**config.mk**
```make
export PLATFORM = sky130hd
export DESIGN_NAME = dpcm_rle
export DESIGN_NICKNAME = d
export VERILOG_FILES = /design/src/rtl/dpcm_rle.sv
export SDC_FILE = /design/constraint.sdc
export NUM_CORES = 1
export LEC_CHECK = 0
export CORE_ASPECT_RATIO = 1.2
export CORE_MARGIN = 10
export CORE_UTILIZATION = 53
export DETAILED_ROUTE_END_ITERATION = 7
export HOLD_SLACK_MARGIN = 0.12
export PLACE_DENSITY = 0.78
export SKIP_LAST_GASP = 1
export SYNTH_ARGS = -nofsm -noshare
export SYNTH_HDL_FRONTEND = slang
export SYNTH_SLANG_ARGS = --single-unit
```
**constraint.sdc**
```tcl
create_clock -name clk -period 4.75 [get_ports clk]
set_input_delay 0.475 -clock clk [delete_from_list [all_inputs] [get_ports clk]]
set_output_delay 0.475 -clock clk [all_outputs]
set_load 0.05 [all_outputs]
```
**src/rtl/dpcm_rle.sv**
```systemverilog
// dpcm_rle: run-length encoder turning 8-bit residual bytes into (count, value) tokens.
// Optional statistics counters are enabled with `define DPCM_RLE_STATS_EN.
module dpcm_rle #(
   parameter int CNT_W   = 8,
   parameter int MAX_RUN = 255
) (
   input  logic             clk,
   input  logic             rst_n,
   input  logic             in_valid,
   output logic             in_ready,
   input  logic [7:0]       in_data,
   input  logic             in_last,
   output logic             out_valid,
   input  logic             out_ready,
   output logic [CNT_W-1:0] out_count,
   output logic [7:0]       out_value,
   output logic             out_last
`ifdef DPCM_RLE_STATS_EN
   ,
   output logic [15:0]      stat_bytes,
   output logic [15:0]      stat_tokens
`endif
);

   typedef enum logic [1:0] {IDLE, RUN, FLUSH} state_t;

   localparam logic [CNT_W-1:0] MAX_C = CNT_W'(MAX_RUN);
   localparam logic [CNT_W-1:0] ONE   = CNT_W'(1);

   state_t           state;
   state_t           state_nx;
   logic [7:0]       run_val;
   logic [7:0]       val_nx;
   logic [CNT_W-1:0] run_cnt;
   logic [CNT_W-1:0] cnt_nx;
   logic             out_free;
   logic             accept;
   logic             same;
   logic             emit;
   logic [CNT_W-1:0] emit_cnt;
   logic [7:0]       emit_val;
   logic             emit_last;

   // Output slot can take a new token when empty or draining this edge.
   assign out_free = !out_valid || out_ready;
   assign in_ready = rst_n && (state != FLUSH) && out_free;
   assign accept   = in_valid && in_ready;
   assign same     = (in_data == run_val) && (run_cnt < MAX_C);

   // State register.
   always_ff @(posedge clk or negedge rst_n) begin
      if (!rst_n) state <= IDLE;
      else        state <= state_nx;
   end

   // Next-state logic.
   always_comb begin
      state_nx = state;
      unique case (state)
         IDLE: begin
            if (accept && !in_last) state_nx = RUN;
         end
         RUN: begin
            if (accept) begin
               if (same) begin
                  if (in_last) state_nx = IDLE;
               end else if (in_last) begin
                  state_nx = FLUSH;
               end
            end
         end
         FLUSH: begin
            if (out_free) state_nx = IDLE;
         end
         default: state_nx = IDLE;
      endcase
   end

   // Token emission and next run contents.
   always_comb begin
      emit      = 1'b0;
      emit_cnt  = run_cnt;
      emit_val  = run_val;
      emit_last = 1'b0;
      val_nx    = run_val;
      cnt_nx    = run_cnt;
      unique case (state)
         IDLE: begin
            if (accept) begin
               val_nx = in_data;
               cnt_nx = ONE;
               if (in_last) begin
                  emit      = 1'b1;
                  emit_cnt  = ONE;
                  emit_val  = in_data;
                  emit_last = 1'b1;
               end
            end
         end
         RUN: begin
            if (accept) begin
               if (same) begin
                  cnt_nx = run_cnt + ONE;
                  if (in_last) begin
                     emit      = 1'b1;
                     emit_cnt  = run_cnt + ONE;
                     emit_val  = in_data;
                     emit_last = 1'b1;
                  end
               end else begin
                  emit   = 1'b1;
                  val_nx = in_data;
                  cnt_nx = ONE;
               end
            end
         end
         FLUSH: begin
            if (out_free) begin
               emit      = 1'b1;
               emit_last = 1'b1;
               cnt_nx    = '0;
            end
         end
         default: begin
            emit = 1'b0;
         end
      endcase
   end

   // Open-run registers.
   always_ff @(posedge clk or negedge rst_n) begin
      if (!rst_n) begin
         run_val <= '0;
         run_cnt <= '0;
      end else begin
         run_val <= val_nx;
         run_cnt <= cnt_nx;
      end
   end

   // Output token register; held while stalled.
   always_ff @(posedge clk or negedge rst_n) begin
      if (!rst_n) begin
         out_valid <= 1'b0;
         out_count <= '0;
         out_value <= '0;
         out_last  <= 1'b0;
      end else if (emit) begin
         out_valid <= 1'b1;
         out_count <= emit_cnt;
         out_value <= emit_val;
         out_last  <= emit_last;
      end else if (out_ready) begin
         out_valid <= 1'b0;
      end
   end

`ifdef DPCM_RLE_STATS_EN
   // Saturating beat and token counters.
   always_ff @(posedge clk or negedge rst_n) begin
      if (!rst_n) begin
         stat_bytes  <= '0;
         stat_tokens <= '0;
      end else begin
         if (accept && stat_bytes != 16'hFFFF)
            stat_bytes <= stat_bytes + 16'd1;
         if (out_valid && out_ready && stat_tokens != 16'hFFFF)
            stat_tokens <= stat_tokens + 16'd1;
      end
   end
`endif

endmodule

```
==> After elaboration in Yosys (flattened, before gate mapping) <==
Index checks and enable logic that the tools add are counted.
{ "word_totals": {"latch_bits": 0, "ramBits": 0, "mem_bits_ro": 0, "output_inout_bits": 19, "wordCells": 72, "regBits": 36, "mem_count": 0, "inputBits": 13} }
{ "classes": {"n_reduce_logical": 15, "div_mod_pow": 0, "shift": 0, "bitwise": 0, "multipliers": 0, "order_cmp": 1, "n_mux": 38, "eq_ne": 10, "addsub": 1} }
{ "op_table": {"columns": ["op", "count"], "rows": [
  ["8-bit two-way mux", 16],
  ["8-bit case mux with 2 select lines", 3],
  ["8-bit case mux with 3 select lines", 1],
  ["2-bit != test (second input constant)", 7],
  ["2-bit two-way mux", 6],
  ["4-bit AND reduction", 3],
  ["1-bit two-way mux", 9],
  ["8-bit by 1-bit adder with 8-bit output (second input constant)", 1],
  ["8-bit equality test", 1],
  ["8-bit < comparator (second input constant)", 1],
  ["1-bit case mux with 3 select lines", 2],
  ["2-bit case mux with 3 select lines", 1],
  ["1-bit logical AND", 5],
  ["2-bit nonzero test", 2],
  ["3-bit nonzero test", 1],
  ["2-bit by 1-bit equality test with 1-bit output (second input constant)", 1],
  ["2-bit equality test (second input constant)", 1],
  ["1-bit logical NOT", 2],
  ["2-bit logical NOT", 1],
  ["1-bit logical OR", 1]
]} }

==> Longest topological paths before layout <==
{ "logic_depth": {"ltp_word": 7, "ltp_mapped": 11, "depth_no_buf": 8} }

==> Worst setup path after synthesis <==
No wires, ideal clock.
{ "synth_path": {"path_type": "register to register", "startpoint": "register state[0]", "endpoint": "register out_count[5]", "stages_incl_launch_ff": 10, "setup_ps": 125, "required_ps": 4625, "synth_period_minus_slack_ps": 2401, "path_slack_ps": 2349, "n_path_buf": 1, "arrival_time_ps": 2276, "path_cell_list": "dfrtp_1 -> inv_1 -> ha_1 -> nand2b_4 -> or4_1 -> buf_2 -> or3_1 -> o221ai_1 -> o31ai_1 -> mux2_4"} }
{ "synth_via": {"elab_chain_cells": 6, "word_cells_on_any_way": 13, "cone_classes": "eq/ne (3); mux (6); reduce/logical (4)"} }
{ "synth_rtl": {"columns": ["item", "line", "source"], "rows": [
  ["start: declaration", "30", "state_t state;"],
  ["start signal: assignment", "53", "else state <= state_nx;"],
  ["2-bit != test", "46", "assign in_ready = rst_n && (state != FLUSH) && out_free;"],
  ["1-bit logical AND (2 in a row)", "46", null],
  ["1-bit logical AND", "47", "assign accept = in_valid && in_ready;"],
  ["1-bit two-way mux, or another cell as far along", "101", "if (accept) begin"],
  ["1-bit case mux with 3 select lines or 8-bit case mux with 2 select lines (tied branches)", "87", "unique case (state)"],
  ["end signal: assignment", "150", "out_count <= emit_cnt;"],
  ["end: declaration", "15", "output logic [CNT_W-1:0] out_count,"]
]} }
Parallel ways exist; a longest one is shown, timed or not.
A chain may end at the register's enable or synchronous reset.

==> Final worst setup path <==
{ "layout_path": {"startpoint": "register state[1]", "endpoint": "register out_count[5]"} }
Same word-level chain as after synthesis.

==> impl_metrics.ini <==
[yosys]
syn_nets = 250
synth_xor_xnor_area_share_pct = 3.04
synth_cell_type_count = 50
synthMuxAreaShare_pct = 15.5
synth-simple-area-share_pct = 18.1
synth_top_family_by_area = simple AND/OR/NAND/NOR gates
post_synth_fa_ha_maj_area_fraction_pct = 3.80
syn_inst = 230
yosys_warnings = 0
synth_area_um2 = 2300
synth_ff_type = dfrtp_1
synth.avg_cell_area_um2 = 10.0
yosysTopAreaCellShare_pct = 39.1
seq_area_frac_synth_pct = 39.1
synth_compound_area_share_pct = 17.0
async_flop_share_pct = 100
synth_edf_count = 0
synth-seq-cells = 36
synth_area_leader_cell = dfrtp_1
synthTopCellsByArea = dfrtp_1, mux2_1, ha_1

[clock_network]
h-tree-depth = 2
post_cts_buffers = 0
cts_sinks = 36
clkTransAtPathRegs_ns = 0.08
cts_buffers = 5
root_buffer = clkbuf_8
cts.path.max_buffers = 2
cts_tree = built
clk-insertion-delay-late_ns = 0.29
cts.repair.resized = 0
cts_hold_buffers = 0

[grt]
grt_max_degree = 39
grt_util_all_layers_pct = 14.4
antenna_found_initial = 0
grt_overflow = 0
grt_pass1_wl_mm = 8.64
grt_pass1_vias = 1865

[critical_path]
reg2regPathDepth = 8
worstPathArrival_ns = 3.20
critPathMaxFanout = 22
crit_path_start_kind = register
critPathKind = register to register
r2r_end = out_count[5]
worst_ep_required_time_ns = 4.93
endpoint_kind = register
crit_path_start = state[1]
rr_startpoint = state[1]
reg2reg_slack_ns = 1.73
crit_end = out_count[5]

[drt]
vias_per_cell = 5.91
met2WireLength_mm = 2.61
ant_nets = 0
highest_layer = met4
drc = 0
routed_wl_mm = 5.16
detailroute.via_count = 1861
wl_per_cell_um = 16.4
drt_pre_antenna_iters = 4
drtIter0Drc = 155
met1Wirelength_mm = 2.18
wl_met3_um = 289

[placement]
placed_cells = 307
placed_area_um2 = 2630
hpwlAfterDp_mm = 3.86
portBuffers = 31
gp_congestion = 0.901

[final_layout]
final_area_um2 = 2760
antenna_cells = 0
layout.cells.non_filler = 315
fin_util_pct = 65.2
final_cell_mix = dfrtp_1, clkdlybuf4s50_1, nand2_1, mux2_1
nFillCells = 342
nets = 278
drive_gt1_share_pct = 10.4
final_common_cell = dfrtp_1
area_growth_pct = 19.8

[timing]
hold_ws_ns = 0.229
fin_worst_skew_ns = 0.0101
worst_pin_slew_ns = 0.743
report.final.slew_viol_count = 0
rsz0062_at_grt = false
fin_crit_sh_pct = 63.6
setup-tns-final_ns = 0
slew_headroom_pct = 50.5
clock.fmax_ghz = 0.331
setup_viol = 0
hold_violations = 0
min_period_ns = 3.02

[hold_path]
worstHoldPathType = primary input to async pin

[floorplanning]
die_y_um = 92.2
core_um2 = 4230
start_util_pct = 54.5
io_pins = 32
rows = 26
die_w_um = 80.2
die_area_um2 = 7390

[outcome]
status = complete, no violations

[run]
cap_violations = 0

[pwr]
peakVddDrop_uv = 389
pwr_density_cell_nw_per_um2 = 577
p_leak_nw = 1.18
==> per-layer routing <==
metal / track usage (%) / vias up
met1: 15.6 / 906
met3: 4.88 / 7
met2: 25.5 / 46
met5: 0 / -
met4: 4.12 / 0
li1: - / 902
==> through the flow <==
step                      setup WS (ns)  total power [mW]
after detailed placement           1.68              1.31
final                              1.73              1.59
after global routing               1.54              1.70
after global placement             1.75              1.29
after floorplan                    2.35              1.09
after CTS                          1.74              1.61
==> how the worst min path moves through the flow <==
stage	cells after the start	end	startpoint	slack [ns]
floorplan	0	out_count[0]	rst_n	0.18
global placement	1	out_count[6]	out_count[6]	0.47
detailed placement	1	out_last	out_last	0.48
CTS	2	run_cnt[2]	rst_n	0.25
global route	2	run_cnt[5]	rst_n	0.27
finish	2	run_cnt[5]	rst_n	0.23
==> power by group <==
group | internal (mW) | switching, mW
clock | 0.185 | 0.109
combinational | 0.327 | 0.496
sequential | 0.402 | 0.0739
total | 0.914 | 0.679
==> critical path: stages, from the launching register on <==
cell and delay, ns:
dfrtp_1 0.43, inv_1 0.09, ha_1 0.64, nor2_1 0.20, or4_1 0.67, or3_1 0.36
o221ai_1 0.17, o31ai_1 0.10, mux2_4 0.26
==> cell families (layout without fill, tap and decap cells) <==
kind of cell	count (synthesis)	in the layout
multiplexers	32	32
XOR/XNOR	8	8
adder cells (fa/ha/maj)	7	7
flip-flops	36	36
AO/OA/AOI/OAI	54	54
buffers and inverters	18	47
AND/OR/NAND/NOR	75	75
==> Yosys cell counts, drive strengths merged, types with 2 or more instances <==
cell type / n
dfrtp: 36
mux2: 26
nand2: 23
nand3: 12
a21oi: 11
nor2: 11
and3: 8
o21ai: 8
xor2: 8
ha: 7
inv: 7
clkbuf: 6
mux2i: 6
nor3: 6
o211ai: 6
a22o: 5
buf: 5
a211o: 4
a31oi: 4
nand2b: 4
o311ai: 3
o31ai: 3
a21boi: 2
a21o: 2
nand3b: 2
nor2b: 2
nor4: 2
or2: 2
==> final cells by class <==
cell class              instances  area [um^2]  area share, %
repair buffers                 32          313           11.3
well taps                      56         70.1           2.54
clock buffers                   7         96.3           3.49
multi-input cells             176         1320           47.9
clock inverters                 1         30.0           1.09
flip-flops and latches         36          901           32.7
inverters                       7         26.3          0.952
==> sequential cells by signal, summed over array words and instances (netlist names) <==
| register | cells |
|---|---|
| out_last | 1 |
| out_count | 8 |
| run_val | 8 |
| run_cnt | 8 |
| state | 2 |
| out_valid | 1 |
| out_value | 8 |
Power figures use the tool's default switching activity.
